`config.mk`:
```
export PLATFORM = sky130hd
export DESIGN_NAME = jtag_lock_ctrl
export DESIGN_NICKNAME = d
export VERILOG_FILES = /design/src/rtl/jtag_lock_ctrl.sv
export SDC_FILE = /design/constraint.sdc
export NUM_CORES = 1
export LEC_CHECK = 0
export CORE_UTILIZATION = 50
export CTS_CLUSTER_DIAMETER = 120
export DETAILED_ROUTE_END_ITERATION = 8
export PLACE_DENSITY_LB_ADDON = 0.25
export SETUP_SLACK_MARGIN = 0.5
export SYNTH_ARGS = -nofsm -noshare
export SYNTH_HDL_FRONTEND = slang
export SYNTH_SLANG_ARGS = --single-unit
```
`constraint.sdc`:
```
create_clock -name clk -period 4.4 [get_ports clk]
set_input_delay 1.32 -clock clk [delete_from_list [all_inputs] [get_ports clk]]
set_output_delay 1.32 -clock clk [all_outputs]
set_load 0.005 [all_outputs]
```
`src/rtl/jtag_lock_ctrl.sv`:
```
// JTAG debug lock sequencer: fixed-latency key check, failure counting and lockout.
// Define JTAG_LOCK_PERM_LOCKOUT_EN to make lockout terminal (exit only via resetn).
module jtag_lock_ctrl #(
  parameter int unsigned KEY_W       = 32,
  parameter int unsigned CMP_LAT     = 4,
  parameter int unsigned MAX_FAIL    = 3,
  parameter int unsigned LOCKOUT_CYC = 1024
) (
  input  logic                              clk,
  input  logic                              resetn,
  input  logic                              unlock_req,
  input  logic [KEY_W-1:0]                  key_in,
  input  logic [KEY_W-1:0]                  fuse_key,
  input  logic                              relock,
  output logic                              lock_jtag_status,
  output logic                              busy,
  output logic                              unlock_ok,
  output logic                              unlock_fail,
  output logic                              lockout,
  output logic [$clog2(MAX_FAIL+1)-1:0]     fail_cnt
);

  localparam int unsigned FW = $clog2(MAX_FAIL + 1);
  localparam int unsigned CW = (CMP_LAT > 1) ? $clog2(CMP_LAT) : 1;

  localparam logic [1:0] StLocked   = 2'd0;
  localparam logic [1:0] StCheck    = 2'd1;
  localparam logic [1:0] StUnlocked = 2'd2;
  localparam logic [1:0] StLockout  = 2'd3;

  logic [1:0]       state_q, state_d;
  logic [CW-1:0]    cnt_q, cnt_d;
  logic [KEY_W-1:0] key_q, key_d;
  logic [FW-1:0]    fail_cnt_q, fail_cnt_d, fail_inc;
  logic             ok_d, fail_d;
  logic             lock_q, busy_q, ok_q, fail_q, lockout_q;

`ifndef JTAG_LOCK_PERM_LOCKOUT_EN
  localparam int unsigned TW = (LOCKOUT_CYC > 1) ? $clog2(LOCKOUT_CYC) : 1;
  logic [TW-1:0] timer_q, timer_d;
`endif

  assign fail_inc = (fail_cnt_q == FW'(MAX_FAIL)) ? fail_cnt_q : fail_cnt_q + FW'(1);

  always_comb begin
    state_d    = state_q;
    cnt_d      = cnt_q;
    key_d      = key_q;
    fail_cnt_d = fail_cnt_q;
    ok_d       = 1'b0;
    fail_d     = 1'b0;
`ifndef JTAG_LOCK_PERM_LOCKOUT_EN
    timer_d    = timer_q;
`endif
    case (state_q)
      StLocked: begin
        if (unlock_req) begin
          key_d   = key_in;
          cnt_d   = CW'(CMP_LAT - 1);
          state_d = StCheck;
        end
      end
      StCheck: begin
        if (cnt_q != '0) begin
          cnt_d = cnt_q - CW'(1);
        end else begin
          // Key is wiped on the decision edge whatever the outcome.
          key_d = '0;
          if (key_q == fuse_key) begin
            state_d    = StUnlocked;
            ok_d       = 1'b1;
            fail_cnt_d = '0;
          end else begin
            fail_d     = 1'b1;
            fail_cnt_d = fail_inc;
            if (fail_inc == FW'(MAX_FAIL)) begin
              state_d = StLockout;
`ifndef JTAG_LOCK_PERM_LOCKOUT_EN
              timer_d = TW'(LOCKOUT_CYC - 1);
`endif
            end else begin
              state_d = StLocked;
            end
          end
        end
      end
      StUnlocked: begin
        if (relock) state_d = StLocked;
      end
      StLockout: begin
`ifndef JTAG_LOCK_PERM_LOCKOUT_EN
        if (timer_q != '0) begin
          timer_d = timer_q - TW'(1);
        end else begin
          state_d    = StLocked;
          fail_cnt_d = '0;
        end
`endif
      end
      default: state_d = StLocked;
    endcase
  end

  always_ff @(posedge clk) begin
    if (resetn) begin
      state_q    <= StLocked;
      cnt_q      <= '0;
      key_q      <= '0;
      fail_cnt_q <= '0;
      lock_q     <= 1'b1;
      busy_q     <= 1'b0;
      ok_q       <= 1'b0;
      fail_q     <= 1'b0;
      lockout_q  <= 1'b0;
`ifndef JTAG_LOCK_PERM_LOCKOUT_EN
      timer_q    <= '0;
`endif
    end else begin
      state_q    <= state_d;
      cnt_q      <= cnt_d;
      key_q      <= key_d;
      fail_cnt_q <= fail_cnt_d;
      // Status outputs are registered copies of the next-state decode.
      lock_q     <= (state_d != StUnlocked);
      busy_q     <= (state_d == StCheck);
      ok_q       <= ok_d;
      fail_q     <= fail_d;
      lockout_q  <= (state_d == StLockout);
`ifndef JTAG_LOCK_PERM_LOCKOUT_EN
      timer_q    <= timer_d;
`endif
    end
  end

  assign lock_jtag_status = lock_q;
  assign busy             = busy_q;
  assign unlock_ok        = ok_q;
  assign unlock_fail      = fail_q;
  assign lockout          = lockout_q;
  assign fail_cnt         = fail_cnt_q;

endmodule

```
==> summary.md, run 1 <==
| Metric | Value |
|---|---|
| Outcome | `finished clean` |
| Routability congestion estimate | `between 0.7 and 0.8` |
| Mean area per synthesized cell | `9.04 um^2` |
| Final setup TNS | `0 ns` |
| GRT Total Usage | `a little under a quarter` |
| Reg power frac | `53.3%` |
| DRT Pass-1 Iters | `5` |
| Yosys cell types | `between 40 and 50` |
| Min-delay worst type | `reg2reg` |
| P&R area growth vs syn | `32.0%` |
| Number of core rows | `25` |
| Min Clock Period, post-route | `approximately 2.9 ns` |
| Main combinational cell family by area after synthesis | `compound AO/OA/AOI/OAI gates` |
| 1st-iter DRT viols | `113` |
| Core area | `4850 um^2` |
| Initial core utilization | `53.5%` |
| Final Cycle Share | `66.2%` |
| Antenna violations before repair | `0` |
| Critical path endpoint category | `flip-flop` |
| Fraction of layout cells with a size suffix above 1 | `under 10%` |
| RSZ-0062 raised after global routing | `no` |
| Yosys warning count | `0` |
| Average wire per standard cell | `14.1 um` |
| H-tree level count | `2` |
| Xor/xnor share of the synthesized area | `a little over a tenth` |
| Clock buffer depth | `2` |
| Largest net degree at the start of global routing | `56` |
| CTS root buffer | `clkbuf_8` |
| Global-route wire length before repair | `a little under 10,000 um` |
| Simple-Gate Fraction of Synth Area | `19.6%` |
| Pwr dens | `around 290 nW/um^2` |
| Fin. Hold Viols | `0` |
| Worst VDD drop | `approximately 190 uV` |
| Die W | `roughly 74 um` |
| Hold path cells | `2` |
| Post-synthesis cell count | `roughly 290` |
| N_diodes | `0` |
| Final instance area | `~3400 um^2` |
| Num Clock Sinks | `53` |
| Fraction of registers with async set/reset | `0%` |
| Max Slew Vio Count | `0` |
| Synth Area in Adders | `under 10%` |
| Tightest Pin Transition | `a little under 1 ns` |
| EDFF count, synth | `0` |
| NetSw | `around 0.26 mW` |
| Port buffer count | `74` |
| Placed Area | `about 3300 um^2` |
| Die ar. | `about 5500 um^2` |
| PnR worst setup slack | `1.49 ns` |
| Combinational Power Share | `about a fifth` |
| CP required | `~4.6 ns` |
| Mux cell area share after synthesis | `0%` |
| Critical Path AT | `3.09 ns` |
| Primary FF master, synth | `dfxtp_1` |
| Clock share of power | `a little over a quarter` |
| Hpwl dp | `4310 um` |
| Worst Clk Skew | `0.00998 ns` |
| Synthesized area | `2590 um^2` |
| Seq/Total Area, Yosys | `just over 40%` |
| Cts hold-fix bufs | `0` |
| Routed WL | `about 5900 um` |
| WS Path Type | `in2reg` |
| Sw Ratio | `between 20% and 30%` |
| Achievable Freq | `between 300 and 400 MHz` |
| Internal power | `between 0.7 and 0.8 mW` |
| Post-synthesis register bit count | `53` |
| Post-CTS Setup Repair Bufs | `0` |
| Via count | `2,312` |
| TritonCTS clock tree | `built` |
| Crit path max fanout | `5` |
| Compound-Gate Fraction of Synth Area | `between 20% and 30%` |
| Pre-CTS setup slack | `around 1.2 ns` |
| DRC Markers | `0` |
| Total gr overflow | `0` |
| Startpoint Class | `input pin` |
| Final core occ | `70.7%` |
| Clk Latency, worst-skew pair | `0.30 ns` |
| Number of global-route vias before repair | `2,151` |
| I/O Pins | `75` |
| Nets | `about 420` |
| Die height | `roughly 74 um` |
| Syn nets | `358` |
| MaxCap Viol Count | `0` |
| DR vias/cell | `5.52` |
| Total CTS buffers | `5` |
| Clock-pin transition on the worst setup and hold timing paths | `around 0.09 ns` |
| Finish-stage setup viols | `0` |
| Post-route ant nets | `0` |
| Slew HR | `35.6%` |
| Static leakage | `roughly 1.3 nW` |
| FF-to-FF path depth | `7` |
| Post_cts resized | `0` |
## synthesized netlist by cell type (3+ instances only)
cell type | number | share of area (%)
nor2_1 | 46 | 6.7
a22oi_1 | 33 | 9.5
ha_1 | 3 | 1.4
buf_4 | 3 | 0.87
xor2_1 | 32 | 11
nand2_1 | 11 | 1.6
a21oi_1 | 14 | 2.7
inv_1 | 7 | 1.0
buf_2 | 6 | 1.2
o21ai_0 | 5 | 0.96
nor4_2 | 6 | 2.9
clkbuf_1 | 9 | 1.3
nor3_1 | 7 | 1.3
or3_1 | 3 | 0.72
a211oi_1 | 5 | 1.4
dfxtp_1 | 53 | 41
## power by group through the flow
| stage | registers (mW) | clock network (mW) | logic [mW] |
|---|---|---|---|
| after floorplan | 0.530 | 0 | 0.112 |
| after global placement | 0.536 | 0 | 0.193 |
| final | 0.525 | 0.264 | 0.196 |
| after CTS | 0.525 | 0.268 | 0.198 |
| after global routing | 0.529 | 0.287 | 0.216 |
| after detailed placement | 0.536 | 0 | 0.197 |
## path summary, 6_finish.rpt
check	start	endpoint	slack, ns
max	fuse_key[9]	lock_jtag_status$_SDFF_PP1_	1.49
min	fail_cnt[0]$_SDFFE_PP0P_	fail_cnt[0]$_SDFFE_PP0P_	0.50
max reg2reg	cnt_q[0]$_SDFFE_PP0P_	key_q[30]$_SDFFE_PP0P_	2.41
min reg2reg	fail_cnt[0]$_SDFFE_PP0P_	fail_cnt[0]$_SDFFE_PP0P_	0.50
## routing by layer
metal  vias up  track usage (%)  routed length, um
met4         0             5.77                 58
met2        62             40.1               3020
met5         -                0                  0
met3         6             6.37                350
met1      1078             28.9               2490
li1       1166                -                  -
## logic make-up after synthesis
group,Yosys count
AO/OA/AOI/OAI,79
XOR/XNOR,32
adder cells (fa/ha/maj),3
buffers and inverters,26
flip-flops,53
AND/OR/NAND/NOR,94
## final cells by class
class | count | area, um^2
timing repair buffer | 76 | 751
inverter | 7 | 26.3
tap | 67 | 83.8
multi-input combinational | 208 | 1420
sequential | 53 | 1060
clock buffer | 8 | 80.1
fill | 395 | 1420
## layout by cell type, fill, tap and decap left out, types with 2 or more instances in the layout
cell / count
nor3_1: 7
inv_1: 7
a22oi_1: 33
clkdlybuf4s50_1: 73
nand2_1: 11
nor2_1: 46
a31oi_1: 2
dfxtp_1: 53
buf_4: 2
nand4_1: 2
o2111ai_1: 2
a21o_1: 2
ha_1: 3
a221oi_1: 2
nor2b_1: 2
o21ai_0: 5
nand3b_1: 2
clkbuf_1: 3
clkbuf_8: 5
a41o_1: 2
and2_1: 2
nor4_1: 2
a21oi_1: 14
a211oi_1: 5
and4_1: 2
nor4_2: 6
or3_1: 3
xor2_1: 32
## per-stage QoR
stage | std cells | hold WS, ns | total power [mW]
floorplan | 287 | 0.465 | 0.642
global placement | 411 | 0.483 | 0.728
detailed placement | 411 | 0.483 | 0.733
CTS | 419 | 0.495 | 0.991
global route | 419 | 0.538 | 1.03
finish | 419 | 0.501 | 0.985
## state kept, by name, summed over array words and instances (netlist names)
register / flops
busy: 1
lock_jtag_status: 1
key_q: 32
cnt_q: 2
state_q: 2
unlock_ok: 1
lockout: 1
unlock_fail: 1
fail_cnt: 2
timer_q: 10
## critical path, cell delays in order
cell	delay (ns)
clkdlybuf4s50_1	0.42
xor2_1	0.15
nor4_1	0.44
nand4_1	0.33
o211ai_2	0.30
o2111ai_1	0.14
No activity file was read; power rests on OpenSTA's default activity.
==> run 2: changes to the inputs <==
--- a/config.mk
+++ b/config.mk
@@ -5,7 +5,7 @@
 export SDC_FILE = /design/constraint.sdc
 export NUM_CORES = 1
 export LEC_CHECK = 0
-export CORE_UTILIZATION = 50
+export CORE_UTILIZATION = 47
 export CTS_CLUSTER_DIAMETER = 120
 export DETAILED_ROUTE_END_ITERATION = 8
 export PLACE_DENSITY_LB_ADDON = 0.25
==> constraint.sdc (replaced) <==
create_clock -name clk -period 2.9 [get_ports clk]
set_input_delay 0.87 -clock clk [delete_from_list [all_inputs] [get_ports clk]]
set_output_delay 0.87 -clock clk [all_outputs]
set_load 0.005 [all_outputs]
==> run 2 against run 1 <==
Non-clock buffer count is 4 higher; wire length is 1.7% higher; critical path type unchanged; clock skew is 0.0027 ns lower; cell count is 1.7% higher; via count is 1.0% higher; highest routed layer unchanged; flip-flop and latch count stayed put; power is 53% higher; setup slack worse by 0.90 ns; sequential power is 52% higher; register-to-register slack worse by 1.6 ns; first-iteration DRC count is 41% higher; final area is 2.8% higher.
==> summary.md, run 2 (synthesis gave the netlist of run 1 again) <==
| Metric | Value |
|---|---|
| Largest register by flop count | `key_q (unchanged)` |
| Worst Clk Skew | `0.00732 ns (was 0.00998 ns)` |
| Fill cells | `435 (was 395)` |
| Outcome | `finished clean (unchanged)` |
| DRT Pass-1 Iters | `5 (unchanged)` |
| Cell count after placement | `416 (was 411)` |
| Largest net degree at the start of global routing | `33 (was 56)` |
| Routability congestion estimate | `0.785 (was 0.754)` |
| Clock-pin transition on the worst setup and hold timing paths | `0.09 ns (about the same)` |
| Pwr dens | `429 nW/um^2 (was 288 nW/um^2)` |
| Final setup TNS | `0 ns (unchanged)` |
| Post-route ant nets | `0 (unchanged)` |
| Static leakage | `1.45 nW (was 1.32 nW)` |
| Final Cycle Share | `around 80%` |
| Largest registers | `key_q: 32 flops, timer_q: 10 flops (unchanged)` |
| Num Clock Sinks | `53 (unchanged)` |
| 1st-iter DRT viols | `159 (was 113)` |
| Min Clock Period, post-route | `around 2.3 ns` |
| Hpwl dp | `4370 um (was 4310 um)` |
| Antenna violations before repair | `0 (unchanged)` |
| M1 GR Usage | `25.5% (was 28.9%)` |
| Cell Count, Final, Fillers Out | `426 (was 419)` |
| Placed Area | `3360 um^2 (was 3350 um^2)` |
| Max Slew Vio Count | `0 (unchanged)` |
| Critical path endpoint category | `flip-flop (unchanged)` |
| P&R area growth vs syn | `35.7% (was 32.0%)` |
| Routed WL | `6020 um (was 5920 um)` |
| Pre-CTS setup slack | `0.111 ns (was 1.18 ns)` |
| Core area | `5200 um^2 (was 4850 um^2)` |
| DR vias/cell | `5.48 (was 5.52)` |
| Initial core utilization | `49.9% (was 53.5%)` |
| Global-route wire length before repair | `10000 um (was 9860 um)` |
| Final core occ | `67.7% (was 70.7%)` |
| Die W | `76.3 um (was 74.0 um)` |
| RSZ-0062 raised after global routing | `no (unchanged)` |
| Total CTS buffers | `5 (unchanged)` |
| Critical Path AT | `2.50 ns (was 3.09 ns)` |
| Fraction of layout cells with a size suffix above 1 | `9.27% (was 6.82%)` |
| Grt peak-use layer | `met2 (unchanged)` |
| Hold Slack | `0.508 ns (was 0.501 ns)` |
| Crit path max fanout | `5 (unchanged)` |
| Die ar. | `5820 um^2 (was 5480 um^2)` |
| Fin. Hold Viols | `0 (unchanged)` |
| Startpoint Class | `input pin (unchanged)` |
| Number of core rows | `26 (was 25)` |
| MaxCap Viol Count | `0 (unchanged)` |
| Clk Latency, worst-skew pair | `0.30 ns (about the same)` |
| H-tree level count | `2 (unchanged)` |
| CP required | `3.08 ns (was 4.58 ns)` |
| Clock buffer depth | `2 (unchanged)` |
| Commonest non-fill, non-tap cell in the layout | `clkdlybuf4s50_1 (unchanged)` |
| Finish-stage setup viols | `0 (unchanged)` |
| Total gr overflow | `0 (unchanged)` |
| Via count | `2,336 (was 2,312)` |
| TritonCTS clock tree | `built (unchanged)` |
| Die height | `76.3 um (was 74.0 um)` |
| Nets | `426 (was 422)` |
| Cts hold-fix bufs | `0 (unchanged)` |
| DRC Markers | `0 (unchanged)` |
| Number of global-route vias before repair | `2,211 (was 2,151)` |
| Tot Pwr | `1.51 mW (was 0.985 mW)` |
| GRT Total Usage | `21.2% (was 23.3%)` |
| CTS root buffer | `clkbuf_8 (unchanged)` |
| WS Path Type | `in2reg (unchanged)` |
| Port buffer count | `74 (unchanged)` |
| Global-route track usage on met2 | `36.1% (was 40.1%)` |
| Achievable Freq | `432 MHz` |
| Final instance area | `3520 um^2 (was 3430 um^2)` |
| Most frequent cells in the layout | `clkdlybuf4s50_1 (62), dfxtp_1 (53), nor2_1 (46) (was clkdlybuf4s50_1 (73), dfxtp_1 (53), nor2_1 (46))` |
| I/O Pins | `75 (unchanged)` |
| N_diodes | `0 (unchanged)` |
| Tightest Pin Transition | `0.592 ns (was 0.966 ns)` |
| Met3 Resource Use GR | `6.83% (was 6.37%)` |
| Min-delay worst type | `reg2reg (unchanged)` |
| Max reg flops | `32 (unchanged)` |
| PnR worst setup slack | `0.584 ns (was 1.49 ns)` |
| Worst VDD drop | `223 uV (was 187 uV)` |
| Slew HR | `60.5% (was 35.6%)` |
| Average wire per standard cell | `14.1 um (about the same)` |
run 2: repair_timing:
action                                  in CTS  in global routing
endpoints found under the setup margin      14                 16
hold endpoints to repair                     0                  0
gates cloned                                 0                  0
resized for setup                            3                 13
buffers inserted                             0                  2
pin swaps                                    0                 10
run 2: power breakdown:
part	internal, mW	total, mW	switching (mW)
Sequential	0.767	0.798	0.0310
Combinational	0.164	0.303	0.139
Clock	0.171	0.409	0.238
run 2: path summary, 6_finish.rpt:
path / depth (start not counted) / end / slack [ns] / startpoint
max: 6 / lock_jtag_status$_SDFF_PP1_ / 0.58 / fuse_key[24]
min: 2 / fail_cnt[0]$_SDFFE_PP0P_ / 0.51 / fail_cnt[0]$_SDFFE_PP0P_
max reg2reg: 7 / key_q[25]$_SDFFE_PP0P_ / 0.86 / cnt_q[0]$_SDFFE_PP0P_
min reg2reg: 2 / fail_cnt[0]$_SDFFE_PP0P_ / 0.51 / fail_cnt[0]$_SDFFE_PP0P_
run 2: critical path, stage by stage:
cell and delay (ns):
clkdlybuf4s50_1 0.42, xor2_1 0.15, nor4_2 0.30, nand4_1 0.28, o211ai_2 0.33, o2111ai_2 0.15
run 2: area by class of cell:
type | count | area, um^2 | area share, %
multi-input cells | 208 | 1460 | 41.3
clock buffers | 7 | 76.3 | 2.17
flip-flops and latches | 53 | 1060 | 30.1
inverters | 7 | 26.3 | 0.746
clock inverters | 1 | 7.51 | 0.213
well taps | 70 | 87.6 | 2.49
repair buffers | 80 | 808 | 22.9
run 2: layer usage:
layer | vias to the layer above | part of all wire (%)
li1 | 1170 | -
met1 | 1091 | 42
met2 | 70 | 51
met3 | 5 | 7.0
met4 | 0 | 0.80
met5 | - | 0
==> RTL change 1: new RTL, settings of run 2 <==
Register the input `fuse_key` before use, without a reset. The logic sees it one clock later. The other inputs are not delayed to match.
--- a/src/rtl/jtag_lock_ctrl.sv
+++ b/src/rtl/jtag_lock_ctrl.sv
@@ -27,6 +27,12 @@
   localparam logic [1:0] StCheck    = 2'd1;
   localparam logic [1:0] StUnlocked = 2'd2;
   localparam logic [1:0] StLockout  = 2'd3;
+
+  logic [KEY_W-1:0] fuse_key_q;
+
+  always_ff @(posedge clk) begin
+    fuse_key_q <= fuse_key;
+  end
 
   logic [1:0]       state_q, state_d;
   logic [CW-1:0]    cnt_q, cnt_d;
@@ -66,7 +72,7 @@
         end else begin
           // Key is wiped on the decision edge whatever the outcome.
           key_d = '0;
-          if (key_q == fuse_key) begin
+          if (key_q == fuse_key_q) begin
             state_d    = StUnlocked;
             ok_d       = 1'b1;
             fail_cnt_d = '0;
Behaviour: not the same (Yosys sat finds a counterexample within 10 cycles, from zero or initial values and one cycle with resetn high).
==> RTL change 1 against run 2 <==
  * Sequential power is 59% higher
  * Final area grew 16%
  * Sequential share of layout area increased by 11 points
  * Synthesized area up 19%
  * Sequential cell count increased by 32
  * Power is 61% higher
  * Setup slack improved by 0.021 ns
  * Global-route usage decreased by 1.5 points
  * Clock skew is essentially flat
  * Via count grew 4.8%
  * Maximum frequency up 0.93%
  * Clock power grew 100%
  * Wire length is 5.2% higher
==> RTL change 1: results (changes against run 2) <==
Logic synthesis
  • Seq/Total Area, Yosys: 0.552 (was 0.409)
  • Yosys cell types: 39 (was 48)
  • Post-Synth Adder-Cell Area: 0.0122 (was 0.0145)
  • Top post-synthesis cells by count: dfxtp_1, nor2_1, xnor2_1 (was dfxtp_1, nor2_1, a22oi_1)
  • Mapped Cells: 304 (was 287)
  • Async SR Flop Fraction: 0 (unchanged)
  • Post-Syn Nets: 375 (was 358)
  • Synth area leaders: dfxtp_1, xnor2_1, a22oi_1 (was dfxtp_1, xor2_1, a22oi_1)
  • Ys flop type: dfxtp_1 (unchanged)
  • Compound-cell area share of the yosys netlist: 0.154 (was 0.228)
  • XOR/XNOR share of the synthesized area: 0.102 (was 0.108)

Layout
  • Layout fillers: 501 (was 435)
  • Share of cells above drive strength 1: 0.0753 (was 0.0927)
  • Largest registers: fuse_key_q (32), key_q (32), timer_q (10) (was key_q (32), timer_q (10))
  • Net count, final: 451 (was 426)

Power and ir drop
  • Maximum vdd ir drop: 0.371 mV (was 0.223 mV)
  • P_sw: 583 uW (was 407 uW)
  • Leak pwr: 1.50 nW (was 1.45 nW)

Outcome
  • Status: finished, final reports clean (unchanged)

Clocking
  • H-Tree Depth: 3 (was 2)
  • Clock tree root buffer cell: clkbuf_8 (unchanged)
  • Latest clock arrival within the worst-skew pair: 0.34 ns (was 0.30 ns)
  • CTS Buf Count: 9 (was 5)
  • Post-CTS sizing: 0 (was 3)
  • Clock tree buffer depth: 2 (unchanged)

Detailed routing
  • Iter 0 DRT Violations: 165 (was 159)
  • Vias per cell: 5.30 (was 5.48)
  • Routed via count: 2449 (was 2336)
  • WL per Instance: 13.7 um (was 14.1 um)
  • TritonRoute pass-1 iters: 5 (unchanged)

Timing
  • Worst-Margin Slew: 0.668 ns (was 0.592 ns)
  • Final hold slack: 0.480 ns (was 0.508 ns)
  • Clock skew: 0.00781 ns (was 0.00732 ns)

Run
  • Max-cap viol count: 0 (unchanged)

Worst setup path
  • CP peak stage delay: 0.56 ns (was 0.42 ns)
  • Reg2Reg Depth: 7 (unchanged)
  • Reg2reg setup slack: 0.70 ns (was 0.86 ns)
  • Top Family by Delay on Critical Path: buffers and inverters (was simple AND/OR/NAND/NOR gates)
  • Max stage delay cell, worst path: clkdlybuf4s50_1 (unchanged)
  • Crit path max fanout: 8 (was 5)
  • R2r startpoint: timer_q[0] (was cnt_q[0])
  • WP data arrival: 1.42 ns (was 2.50 ns)
  • RR Endpoint: lockout (was key_q[25])

Placement
  • DP HPWL: 4.56 mm (was 4.37 mm)
  • Placed Instances: 446 (was 416)
  • Final weighted congestion in routability-driven placement: 0.767 (was 0.785)

Global routing
  • Pin count of the biggest net entering global routing: 37 (was 33)
  • Gr usage total: 0.197 (was 0.212)
  • First-pass GRT wire length: 10.9 mm (was 10.0 mm)
  • Initial antenna violation count: 0 (unchanged)

Worst hold path
  • Min-delay worst type: reg2reg (unchanged)
[RTL change 1: changes by cell type after synthesis, moves of 3 or more]
cell,change
xnor2_1,+36
xor2_1,-32
nor4_2,-6
a21oi_1,-5
buf_2,-4
or3_1,-3
buf_4,-3
nor4_1,+3
dfxtp_1,+32
nand4_1,+6
[RTL change 1: worst max path at each step]
stage                     start          end
CTS                 fail_cnt[1]  fail_cnt[1]
global route        fail_cnt[1]  fail_cnt[1]
finish              fail_cnt[1]  fail_cnt[1]
floorplan            timer_q[0]   state_q[0]
detailed placement   unlock_req    key_q[14]
global placement     unlock_req     key_q[3]
[RTL change 1: logic make-up after synthesis]
logic type               count (synthesis)
buffers and inverters                   22
AND/OR/NAND/NOR                         92
flip-flops                              85
XOR/XNOR                                36
AO/OA/AOI/OAI                           66
adder cells (fa/ha/maj)                  3
[RTL change 1: area by class of cell]
cell class,instances,area share
multi-input combinational,197,0.317
clock inverter,5,0.0146
inverter,8,0.00732
sequential,85,0.415
tap,77,0.0235
timing repair buffer,79,0.189
clock buffer,11,0.0345
[RTL change 1: power by group through the flow]
stage	registers, mW	logic [mW]	clock network [mW]
2_1_floorplan	1.29	0.189	0
3_3_place_gp	1.30	0.326	0
3_5_place_dp	1.30	0.333	0
4_1_cts	1.27	0.335	0.840
5_1_grt	1.28	0.367	0.908
6_report	1.27	0.333	0.824
[RTL change 1: metal layers]
layer / up-vias / track usage / part of all wire
met1: 1138 / 0.271 / 0.46
met4: 0 / 0.0799 / 0.014
met5: - / 0 / 0
met3: 8 / 0.0378 / 0.052
met2: 85 / 0.303 / 0.48
li1: 1218 / - / -
[RTL change 1: per-stage QoR]
step                      worst slack [ns]  total power [mW]   util  instance area (sq um)
after detailed placement             0.613              1.63  0.614                   3900
final                                0.605              2.43  0.646                   4100
after floorplan                      0.954              1.48      -                   3080
after CTS                            0.601              2.45  0.646                   4100
after global routing                 0.553              2.56  0.646                   4100
after global placement               0.627              1.62  0.614                   3900
==> RTL change 2: new RTL, settings of run 2 <==
Made on the original files. Add a define of `JTAG_LOCK_PERM_LOCKOUT_EN`.
--- a/src/rtl/jtag_lock_ctrl.sv
+++ b/src/rtl/jtag_lock_ctrl.sv
@@ -1,5 +1,7 @@
 // JTAG debug lock sequencer: fixed-latency key check, failure counting and lockout.
 // Define JTAG_LOCK_PERM_LOCKOUT_EN to make lockout terminal (exit only via resetn).
+`define JTAG_LOCK_PERM_LOCKOUT_EN
+
 module jtag_lock_ctrl #(
   parameter int unsigned KEY_W       = 32,
   parameter int unsigned CMP_LAT     = 4,
Function: no difference found for any inputs over 10 cycles, from zero or initial values and one cycle with resetn high; that may be too few to reach the edited logic, so the function may still have changed.
==> RTL change 2 against run 2 <==
  * Synthesized area is 29% lower
  * Setup slack improved by 0.022 ns
  * Final cell count is 26% lower
  * Maximum frequency rose by 0.97%
  * Wire length decreased by 27%
  * Sequential cell count fell by 10
  * Power is 15% lower
  * Final area fell by 23%
  * Critical path type unchanged
  * Largest power group unchanged
  * Highest routed layer unchanged
==> RTL change 2: results (changes against run 2) <==
Layout
  • Net count, final: 339 (was 426)

Worst setup path
  • CP endpoint: state_q[1] (was lock_jtag_status)
  • Crit path from: fuse_key[29] (was fuse_key[24])
  • Crit path max fanout: 3 (was 5)
  • Max stage delay cell, worst path: nor4_1 (was clkdlybuf4s50_1)
  • WP data arrival: 2.53 ns (was 2.50 ns)
  • RR Endpoint: key_q[6] (was key_q[25])

Detailed routing
  • DRT met1 WL: 1.93 mm (was 2.50 mm)
  • Met3 WL: 220 um (was 420 um)
  • Iter 0 DRT Violations: 110 (was 159)
  • TritonRoute pass-1 iters: 4 (was 5)
  • Met2 WL: 2.14 mm (was 3.04 mm)
  • Drt total wl: 4.37 mm (was 6.02 mm)

Logic synthesis
  • Synth area leaders: dfxtp_1, xor2_1, a22oi_1 (unchanged)
  • Top post-synthesis cells by count: dfxtp_1, nor2_1, a22oi_1, xor2_1, clkbuf_1 (was dfxtp_1, nor2_1, a22oi_1)
  • Seq/Total Area, Yosys: 0.469 (was 0.409)
  • Post-Syn Nets: 265 (was 358)

Outcome
  • Status: finished, final reports clean (unchanged)

Power and ir drop
  • Clock network power: 352 uW (was 409 uW)
  • P_sw: 339 uW (was 407 uW)
  • Maximum vdd ir drop: 0.323 mV (was 0.223 mV)
  • Comb group: 279 uW (was 303 uW)
  • Leak pwr: 1.08 nW (was 1.45 nW)
  • Total power: 1.29 mW (was 1.51 mW)

Timing
  • Fmax: 436 MHz (was 432 MHz)
  • Max transition margin: 0.621 (was 0.605)

Clocking
  • Post-CTS sizing: 0 (was 3)

Global routing
  • First-pass GRT wire length: 7.25 mm (was 10.0 mm)
  • Met1 GRT Util: 0.276 (was 0.255)
  • Met3 global-route usage: 0.0599 (was 0.0683)
  • Pin count of the biggest net entering global routing: 35 (was 33)
  • Vias in the first global route: 1592 (was 2211)

Placement
  • Final weighted congestion in routability-driven placement: 0.788 (was 0.785)
RTL change 2: cells by family (layout without fill, tap and decap cells):
| kind of cell | count (synthesis) | count (layout) | synth area share |
|---|---|---|---|
| fa+ha+maj | 1 | 1 | 0.00682 |
| compound gates | 43 | 43 | 0.169 |
| xor+xnor | 32 | 32 | 0.153 |
| flops | 43 | 43 | 0.469 |
| buf+inv | 14 | 87 | 0.0307 |
| simple gates | 63 | 63 | 0.171 |
RTL change 2: critical path: cells and delay by family:
kind | cells | cell delay (ns)
and+or+nand+nor | 3 | 0.95
AOI/OAI and AO/OA | 1 | 0.16
xor gates and xnor gates | 1 | 0.14
buffers and inverters | 1 | 0.41
RTL change 2: final cells by class:
type	count	area, sq um
Fill cell	301	985
Tap cell	48	60.1
Multi-Input combinational cell	139	928
Sequential cell	43	861
Clock buffer	6	72.6
Inverter	3	11.3
Timing Repair Buffer	78	771
RTL change 2: worst min-delay path by stage:
stage | start | endpoint | slack, ns | cells after the start
4_1_cts | cnt_q[0] | cnt_q[0] | 0.47 | 1
5_1_grt | cnt_q[0] | cnt_q[0] | 0.49 | 1
2_1_floorplan | cnt_q[0] | cnt_q[0] | 0.44 | 1
3_5_place_dp | cnt_q[0] | cnt_q[0] | 0.46 | 1
3_3_place_gp | cnt_q[0] | cnt_q[0] | 0.46 | 1
6_report | cnt_q[0] | cnt_q[0] | 0.49 | 1
RTL change 2: per-stage QoR:
step / area [sq um] / instances
finish: 2700 / 317
global route: 2700 / 317
CTS: 2700 / 317
global placement: 2630 / 311
floorplan: 1830 / 196
detailed placement: 2630 / 311
